File: config.mk
export PLATFORM = sky130hd
export DESIGN_NAME = seq_restoring_divider
export DESIGN_NICKNAME = d
export VERILOG_FILES = /design/src/rtl/divider_pkg.sv /design/src/rtl/seq_restoring_divider_subtractor.sv /design/src/rtl/seq_restoring_divider.sv
export SDC_FILE = /design/constraint.sdc
export NUM_CORES = 1
export LEC_CHECK = 0
export CAP_MARGIN = 40
export CORE_UTILIZATION = 40
export CTS_BUF_LIST = sky130_fd_sc_hd__clkbuf_16
export CTS_CLUSTER_DIAMETER = 40
export DETAILED_ROUTE_END_ITERATION = 6
export GPL_TIMING_DRIVEN = 0
export PLACE_DENSITY = 0.75
export REMOVE_ABC_BUFFERS = 1
export SLEW_MARGIN = 0
export SYNTH_ARGS = -nofsm -noshare
export SYNTH_HDL_FRONTEND = slang
export SYNTH_SLANG_ARGS = --single-unit
File: constraint.sdc
create_clock -name clk -period 11.2 [get_ports clk]
set_input_delay 3.36 -clock clk [delete_from_list [all_inputs] [get_ports clk]]
set_output_delay 3.36 -clock clk [all_outputs]
set_load 0.05 [all_outputs]
File: src/rtl/divider_pkg.sv
// Shared types and sizing helpers for the sequential restoring divider.
package divider_pkg;

  typedef enum logic [1:0] {IDLE, RUN, DONE} div_state_t;

  localparam int DIV_WIDTH = 8;
  localparam int CNT_W     = $clog2(DIV_WIDTH);

  // Counter width for a given operand width; never narrower than one bit.
  function automatic int cnt_width(input int w);
    return (w <= 2) ? 1 : $clog2(w);
  endfunction

endpackage

File: src/rtl/seq_restoring_divider_subtractor.sv
// Ripple-borrow N-bit subtractor (d = a - b - bin) built from 1-bit full-subtractor cells.
module full_subtractor (
  input  logic a,
  input  logic b,
  input  logic bin,
  output logic d,
  output logic bout
);
  assign d    = a ^ b ^ bin;
  assign bout = (~a & b) | (~(a ^ b) & bin);
endmodule

module nbit_subtractor #(
  parameter int N = 9
) (
  input  logic [N-1:0] a,
  input  logic [N-1:0] b,
  input  logic         bin,
  output logic [N-1:0] d,
  output logic         bout
);
  logic [N:0] borrow;

  assign borrow[0] = bin;

  for (genvar i = 0; i < N; i++) begin : g_cell
    full_subtractor u_fs (
      .a    (a[i]),
      .b    (b[i]),
      .bin  (borrow[i]),
      .d    (d[i]),
      .bout (borrow[i+1])
    );
  end

  assign bout = borrow[N];
endmodule

File: src/rtl/seq_restoring_divider.sv
// Multi-cycle unsigned restoring divider, one quotient bit per clock, start/busy/done handshake.
module seq_restoring_divider
  import divider_pkg::*;
#(
  parameter int WIDTH = DIV_WIDTH
) (
  input  logic             clk,
  input  logic             reset,
  input  logic             start,
  input  logic [WIDTH-1:0] dividend,
  input  logic [WIDTH-1:0] divisor,
  output logic             busy,
  output logic             done,
  output logic [WIDTH-1:0] quotient,
  output logic [WIDTH-1:0] remainder,
  output logic             div_by_zero
);

  localparam int CW = cnt_width(WIDTH);

  div_state_t       state_q, state_d;
  logic [CW-1:0]    cnt_q, cnt_d;
  logic [WIDTH-1:0] r_q, r_d;
  logic [WIDTH-1:0] q_q, q_d;
  logic [WIDTH-1:0] den_q, den_d;
  logic [WIDTH-1:0] quo_q, quo_d;
  logic [WIDTH-1:0] rem_q, rem_d;
  logic             busy_q, busy_d;
  logic             done_q, done_d;
  logic             dbz_q, dbz_d;

  logic [WIDTH-1:0] r_sh;
  logic [WIDTH:0]   sub_d;
  logic             sub_bout;
  logic             restore;
  logic [WIDTH-1:0] r_next;
  logic [WIDTH-1:0] q_next;

  assign r_sh = {r_q[WIDTH-2:0], q_q[WIDTH-1]};

  nbit_subtractor #(.N(WIDTH + 1)) u_sub (
    .a    ({1'b0, r_sh}),
    .b    ({1'b0, den_q}),
    .bin  (1'b0),
    .d    (sub_d),
    .bout (sub_bout)
  );

  // With both MSBs zero the top difference bit equals the final borrow; either marks a negative trial.
  assign restore = sub_bout | sub_d[WIDTH];
  assign r_next  = restore ? r_sh : sub_d[WIDTH-1:0];
  assign q_next  = {q_q[WIDTH-2:0], ~restore};

  always_comb begin
    // NOTE: every signal gets a hold/default value first so no path leaves it unassigned (no latch).
    state_d = state_q;
    cnt_d   = cnt_q;
    r_d     = r_q;
    q_d     = q_q;
    den_d   = den_q;
    quo_d   = quo_q;
    rem_d   = rem_q;
    busy_d  = busy_q;
    done_d  = 1'b0;
    dbz_d   = dbz_q;

    unique case (state_q)
      IDLE: begin
        if (start) begin
          if (divisor == '0) begin
            state_d = DONE;
            quo_d   = '1;
            rem_d   = dividend;
            dbz_d   = 1'b1;
            done_d  = 1'b1;
          end else begin
            state_d = RUN;
            r_d     = '0;
            q_d     = dividend;
            den_d   = divisor;
            cnt_d   = '0;
            dbz_d   = 1'b0;
            busy_d  = 1'b1;
          end
        end
      end
      RUN: begin
        r_d   = r_next;
        q_d   = q_next;
        cnt_d = cnt_q + CW'(1);
        if (cnt_q == CW'(WIDTH - 1)) begin
          state_d = DONE;
          busy_d  = 1'b0;
          done_d  = 1'b1;
          quo_d   = q_next;
          rem_d   = r_next;
        end
      end
      DONE:    state_d = IDLE;
      default: state_d = IDLE;
    endcase
  end

  // NOTE: sequential state uses non-blocking assignments so all flops update together at the edge.
  always_ff @(posedge clk or posedge reset) begin
    if (reset) begin
      state_q <= IDLE;
      cnt_q   <= '0;
      r_q     <= '0;
      q_q     <= '0;
      den_q   <= '0;
      quo_q   <= '0;
      rem_q   <= '0;
      busy_q  <= 1'b0;
      done_q  <= 1'b0;
      dbz_q   <= 1'b0;
    end else begin
      state_q <= state_d;
      cnt_q   <= cnt_d;
      r_q     <= r_d;
      q_q     <= q_d;
      den_q   <= den_d;
      quo_q   <= quo_d;
      rem_q   <= rem_d;
      busy_q  <= busy_d;
      done_q  <= done_d;
      dbz_q   <= dbz_d;
    end
  end

  assign busy        = busy_q;
  assign done        = done_q;
  assign quotient    = quo_q;
  assign remainder   = rem_q;
  assign div_by_zero = dbz_q;

endmodule

==> results of run 1 <==
critical path, delay by kind of cell:
| kind | cells | cell delay, ns |
|---|---|---|
| AOI/OAI and AO/OA | 1 | 0.43 |
| buffers and inverters | 1 | 0.42 |
| muxes | 1 | 0.39 |
| and+or+nand+nor | 2 | 0.86 |
worst paths after layout:
path	startpoint	end	slack, ns	cells past startpoint
worst max-delay path	divisor[5]	remainder[5]$_DFFE_PP0P_	5.90	5
worst min-delay path	cnt_q[0]$_DFFE_PP0P_	cnt_q[0]$_DFFE_PP0P_	0.48	1
worst max register to register	q_q[7]$_DFFE_PP0P_	remainder[1]$_DFFE_PP0P_	6.62	15
worst min register to register	cnt_q[0]$_DFFE_PP0P_	cnt_q[0]$_DFFE_PP0P_	0.48	1
max in group asynchronous	reset	r_q[5]$_DFFE_PP0P_	7.32	3
min in group asynchronous	reset	q_q[1]$_DFFE_PP0P_	3.39	2
Yosys cell counts, types with 2 or more instances:
cell type / n / share of area
clkbuf_1: 5 / 0.0086
fa_1: 7 / 0.064
a21oi_1: 3 / 0.0068
nor2_1: 4 / 0.0068
nand2_1: 37 / 0.063
o22ai_1: 2 / 0.0057
inv_1: 20 / 0.034
mux2i_1: 5 / 0.023
dfrtp_1: 47 / 0.54
ha_1: 3 / 0.017
o211ai_1: 6 / 0.021
mux2_2: 21 / 0.11
o22a_1: 8 / 0.032
o21ai_0: 13 / 0.030
state kept, by name (all words and copies together), names as in the netlist:
| register | flops |
|---|---|
| den_q | 8 |
| q_q | 8 |
| quotient | 8 |
| remainder | 8 |
| r_q | 7 |
| cnt_q | 3 |
| state_q | 2 |
| busy | 1 |
| div_by_zero | 1 |
| done | 1 |
cell type report:
cell class              instances  area [µm²]  area share
clock buffers                   5         125      0.0442
clock inverters                 2        37.5      0.0133
inverters                      20        75.1      0.0265
multi-input cells             119         913       0.323
flip-flops and latches         47        1180       0.416
well taps                      70        87.6      0.0310
repair buffers                 40         413       0.146
per-layer routing:
layer / share of wire / wire length (µm) / global-route usage / vias to the layer above
li1: - / - / - / 729
met1: 0.48 / 1990 / 0.209 / 707
met2: 0.48 / 1990 / 0.249 / 24
met3: 0.033 / 136 / 0.0419 / 6
met4: 0.0099 / 41 / 0.0404 / 0
met5: 0 / 0 / 0 / -
per-stage QoR:
step / std cells / utilization / setup WS (ns) / hold WS [ns] / instance area [µm²]
final: 303 / 0.543 / 5.90 / 0.478 / 2830
after global routing: 303 / 0.543 / 5.80 / 0.515 / 2830
after CTS: 303 / 0.543 / 5.89 / 0.481 / 2830
after detailed placement: 296 / 0.512 / 5.56 / 0.481 / 2670
after global placement: 293 / 0.503 / 5.37 / 0.464 / 2620
after floorplan: 186 / - / 6.17 / 0.446 / 2160
power groups by stage:
stage	combinational (mW)	clock (mW)	sequential, mW
finish	0.514	0.165	0.303
global placement	0.497	0	0.304
detailed placement	0.517	0	0.307
CTS	0.520	0.168	0.305
global route	0.571	0.174	0.314
floorplan	0.267	0	0.405
logic make-up after synthesis:
kind of cell / synth area share
fa+ha+maj: 0.0810
mux: 0.136
compound gates: 0.107
simple gates: 0.0906
buf+inv: 0.0496
flops: 0.536
==> reports/results.ini, run 1 <==
[outcome]
status = finished, final reports clean

[worst_setup_path]
crit_fanout = 17
crit_path_cell_trace = clkdlybuf4s50_1 -> or4_4 -> or2_4 -> o21ai_4 -> mux2_2
crit_path_end_kind = flip-flop
worst-setup-path-type = input port to flip-flop
critPathMaxStageDelay_ns = 0.56
slowest_stage = or4_4
arrival_ns = 5.47
start_kind = input port
critPathRequiredTime_ns = 11.37

[place]
routabilityCongestion = 0.756
io_buffers = 37
dp_hpwl_um = 2950

[finish]
final_nets = 262
drive_gt1_frac = 0.155
area_growth_pct = 28.8
fillers = 466
num_antenna_cells = 0
layout_common_cells = dfrtp_1, nand2_1, clkdlybuf4s50_1
layout_commonest_cell = dfrtp_1

[die]
rows = 26
start_util = 0.422
die_w_um = 76.1
die_area_um2 = 5790
io_pins = 38
core_area_um2 = 5200
die_h_um = 76.1

[clocking]
holdBufCountCts = 0
cts_tree = yes
cts_sinks = 47
cts_buffers = 5
cts-root-buf = clkbuf_16
clk_latency_ns = 0.28
cts.clk_slew.worst_paths_ns = 0.06
cts_setup_buffers = 0
cts_max_level = 2
ctsLongestPathBuffers = 2
post_cts_resized = 0

[timing]
timing.setup.tns_ns = 0
relSlewSlack = 0.575
max_freq_ghz = 0.189
rsz0062_at_grt = false
final_hold_viol_count = 0
min_period_over_period = 0.473
tightest_slew_ns = 0.636
drv_slew = 0
setup_viol = 0
final.setup_skew_ns = 0.00530
period_minus_slack_ns = 5.30

[global_routing]
grt.total_usage = 0.155
antenna_found_initial = 0
first_global_vias = 1530
grt_start_max_net_pins = 31
grt_pass1_wl_um = 7200
grt_overflow_total = 0

[synthesis]
netlist_area_um2 = 2190
ys.warnings.count = 0
synth_cell_types = 26
async_flop_share = 1.00
synth_edf_count = 0
ys_seq_area_frac = 0.536
syn_avg_cell_area_um2 = 11.4
ys_seq_elements = 47
postSynthCellCount = 193
ys.flop_type = dfrtp_1

[power_and_ir_drop]
switching_power_uw = 414
p_sw_frac = 0.422
pwr-share-clk = 0.168
p_int_uw = 568
ir_drop_mv = 0.172
p_leak_nw = 1.25
pwr_density_cell_nw_per_um2 = 347
seqPwrFrac = 0.308
p_total_uw = 982
p_comb_frac = 0.524

[min_path]
hold_path_class = flip-flop to flip-flop

[routing]
wire_per_inst_um = 13.7
drt-vias-per-instance = 4.84
final_antenna_net_count = 0
drtIter0Drc = 41
dr.pass1.iters = 4
num_vias = 1466
drt-total-wl_um = 4160
drc = 0

[run]
cap_violations = 0

Power figures use the tool's default switching activity.
==> run 2, diff against run 1 <==
PLACE_DENSITY = 0.78   (was 0.75)
clock period = 4.6 ns   (was 11.2 ns; I/O delays follow)
==> reports/results.ini, run 2 (same netlist as run 1, synthesis figures left out) <==
[worst_setup_path]
critPathRequiredTime_ns = 4.78  ; -6.59 ns
cp_top_family = adder cells
path_buf_inv = 5  ; +4
worst_path_most_repeated_cell = fa_1
crit_fanout = 9  ; -8
critPathMaxStageDelay_ns = 0.46  ; -0.10 ns
slowest_stage = fa_1
arrival_ns = 4.53  ; -0.94 ns
worst-setup-path-type = flip-flop to flip-flop
crit_path_end_kind = flip-flop
crit_path_cell_trace = inv_1 -> ha_1 -> inv_1 -> fa_1 -> inv_1 -> fa_1 -> fa_1 -> fa_1 -> fa_1 -> fa_1 -> inv_1 -> fa_2 -> buf_4 -> nand2_1 -> o211ai_1 -> nand2_1 -> mux2_2
start_kind = flip-flop

[routing]
drt-total-wl_um = 4270  ; +2.7%
wire_per_inst_um = 13.8  ; +0.42%
dr.pass1.iters = 4  ; unchanged
drc = 0  ; unchanged
num_vias = 1537  ; +4.8%
drtIter0Drc = 87  ; +110%
final_antenna_net_count = 0  ; unchanged
drt-vias-per-instance = 4.96  ; +2.5%

[min_path]
hold_path_class = flip-flop to flip-flop

[timing]
setup_slack_ns = 0.242  ; -5.66 ns
min_period_over_period = 0.947
drv_slew = 0  ; unchanged
final.setup_skew_ns = 0.00540  ; +0.000102 ns
timing.setup.tns_ns = 0  ; unchanged
whs_ns = 0.480  ; +0.00164 ns
max_freq_ghz = 0.229
tightest_slew_ns = 0.626  ; -0.00994 ns
period_minus_slack_ns = 4.36
final_hold_viol_count = 0  ; unchanged
relSlewSlack = 0.581  ; +0.00596
setup_viol = 0  ; unchanged

[clocking]
ctsLongestPathBuffers = 2  ; unchanged
cts.clk_slew.worst_paths_ns = 0.06  ; about the same
cts_sinks = 47  ; unchanged
cts-root-buf = clkbuf_16
cts_tree = yes
cts_max_level = 2  ; unchanged
holdBufCountCts = 0  ; unchanged
clk_latency_ns = 0.29  ; about the same
cts_buffers = 5  ; unchanged

[place]
dp.cells = 296  ; unchanged
io_buffers = 37  ; unchanged
routabilityCongestion = 0.759  ; +0.38%
dp_hpwl_um = 3060  ; +3.5%
preCtsSetupSlack_ns = -0.0557  ; -5.61 ns

[finish]
drive_gt1_frac = 0.183  ; +0.0288
multi_input_area_um2 = 916  ; +0.27%
layout_common_cells = dfrtp_1, nand2_1, clkdlybuf4s50_1
register_area_um2 = 1180  ; unchanged
num_antenna_cells = 0  ; unchanged
layout_commonest_cell = dfrtp_1
area_growth_pct = 31.1
fillers = 464  ; -0.43%
final_nets = 268  ; +2.3%
instances_no_fill = 310  ; +2.3%

[die]
die_h_um = 76.1  ; unchanged
die_area_um2 = 5790  ; unchanged
start_util = 0.422  ; unchanged
die_w_um = 76.1  ; unchanged
rows = 26  ; unchanged
core_area_um2 = 5200  ; unchanged
io_pins = 38  ; unchanged

[outcome]
status = finished, final reports clean

[global_routing]
grt_overflow_total = 0  ; unchanged
antenna_found_initial = 0  ; unchanged
grt.total_usage = 0.164  ; +0.00899
grt_pass1_wl_um = 7470  ; +3.7%
grt_start_max_net_pins = 34  ; +9.7%
first_global_vias = 1581  ; +3.3%

[power_and_ir_drop]
ir_drop_mv = 0.523  ; +200%
p_total_mw = 2.49  ; +150%
pwr_density_cell_nw_per_um2 = 866  ; +150%
p_leak_nw = 1.28  ; +2.8%

[run]
cap_violations = 0  ; unchanged

run 2: changes by cell type in the layout (fill, tap and decap cells not counted):
| cell | change |
|---|---|
| clkinv_2 | +1 |
| clkinv_4 | +1 |
| buf_4 | +7 |
| fa_2 | +1 |
| clkinvlp_4 | -1 |
| fa_1 | -1 |
| buf_6 | -1 |
run 2: where the power goes:
part | internal [mW] | switching (mW) | leakage (nW)
combinational | 0.573 | 0.767 | 0.642
sequential | 0.618 | 0.123 | 0.558
clock | 0.256 | 0.155 | 0.0838
run 2: layout make-up:
type                            instances  share of cell area
Timing Repair Buffer                   46               0.158
Sequential cell                        47               0.409
Inverter                               20              0.0261
Tap cell                               70              0.0304
Clock inverter                          3              0.0152
Multi-Input combinational cell        119               0.318
Clock buffer                            5              0.0435
run 2: final timing paths:
check	depth (start not counted)	end	startpoint	slack (ns)
min in group asynchronous	2	done$_DFF_PP0_	reset	1.37
hold reg to reg	2	div_by_zero$_DFFE_PP0P_	div_by_zero$_DFFE_PP0P_	0.48
hold / removal	2	div_by_zero$_DFFE_PP0P_	div_by_zero$_DFFE_PP0P_	0.48
max in group asynchronous	3	r_q[5]$_DFFE_PP0P_	reset	2.74
setup / recovery	17	remainder[2]$_DFFE_PP0P_	q_q[7]$_DFFE_PP0P_	0.24
setup reg to reg	17	remainder[2]$_DFFE_PP0P_	q_q[7]$_DFFE_PP0P_	0.24
run 2: per-layer routing:
| layer | part of all wire | track usage | up-vias | routed length, µm |
|---|---|---|---|---|
| li1 | - | - | 739 | - |
| met5 | 0 | 0 | - | 0 |
| met3 | 0.042 | 0.0467 | 3 | 179 |
| met2 | 0.50 | 0.270 | 28 | 2150 |
| met1 | 0.45 | 0.213 | 767 | 1920 |
| met4 | 0.0068 | 0.0462 | 0 | 29 |
run 2: tightest hold or removal path, cell delays in order (launching register included):
cell     delay (ns)
dfrtp_1        0.34
nand2_1        0.04
o21ai_0        0.06
run 2: per-stage QoR:
step | instance area (µm²) | util
2_1_floorplan | 2160 | -
3_3_place_gp | 2620 | 0.503
3_5_place_dp | 2660 | 0.511
4_1_cts | 2830 | 0.544
5_1_grt | 2880 | 0.553
6_report | 2880 | 0.553
run 2: what timing repair did:
| action | CTS | global route |
|---|---|---|
| pin swaps | 0 | 1 |
| resized for setup | 1 | 0 |
| endpoints found under the setup margin | 1 | 5 |
| buffers inserted | 0 | 6 |
| gates cloned | 0 | 0 |
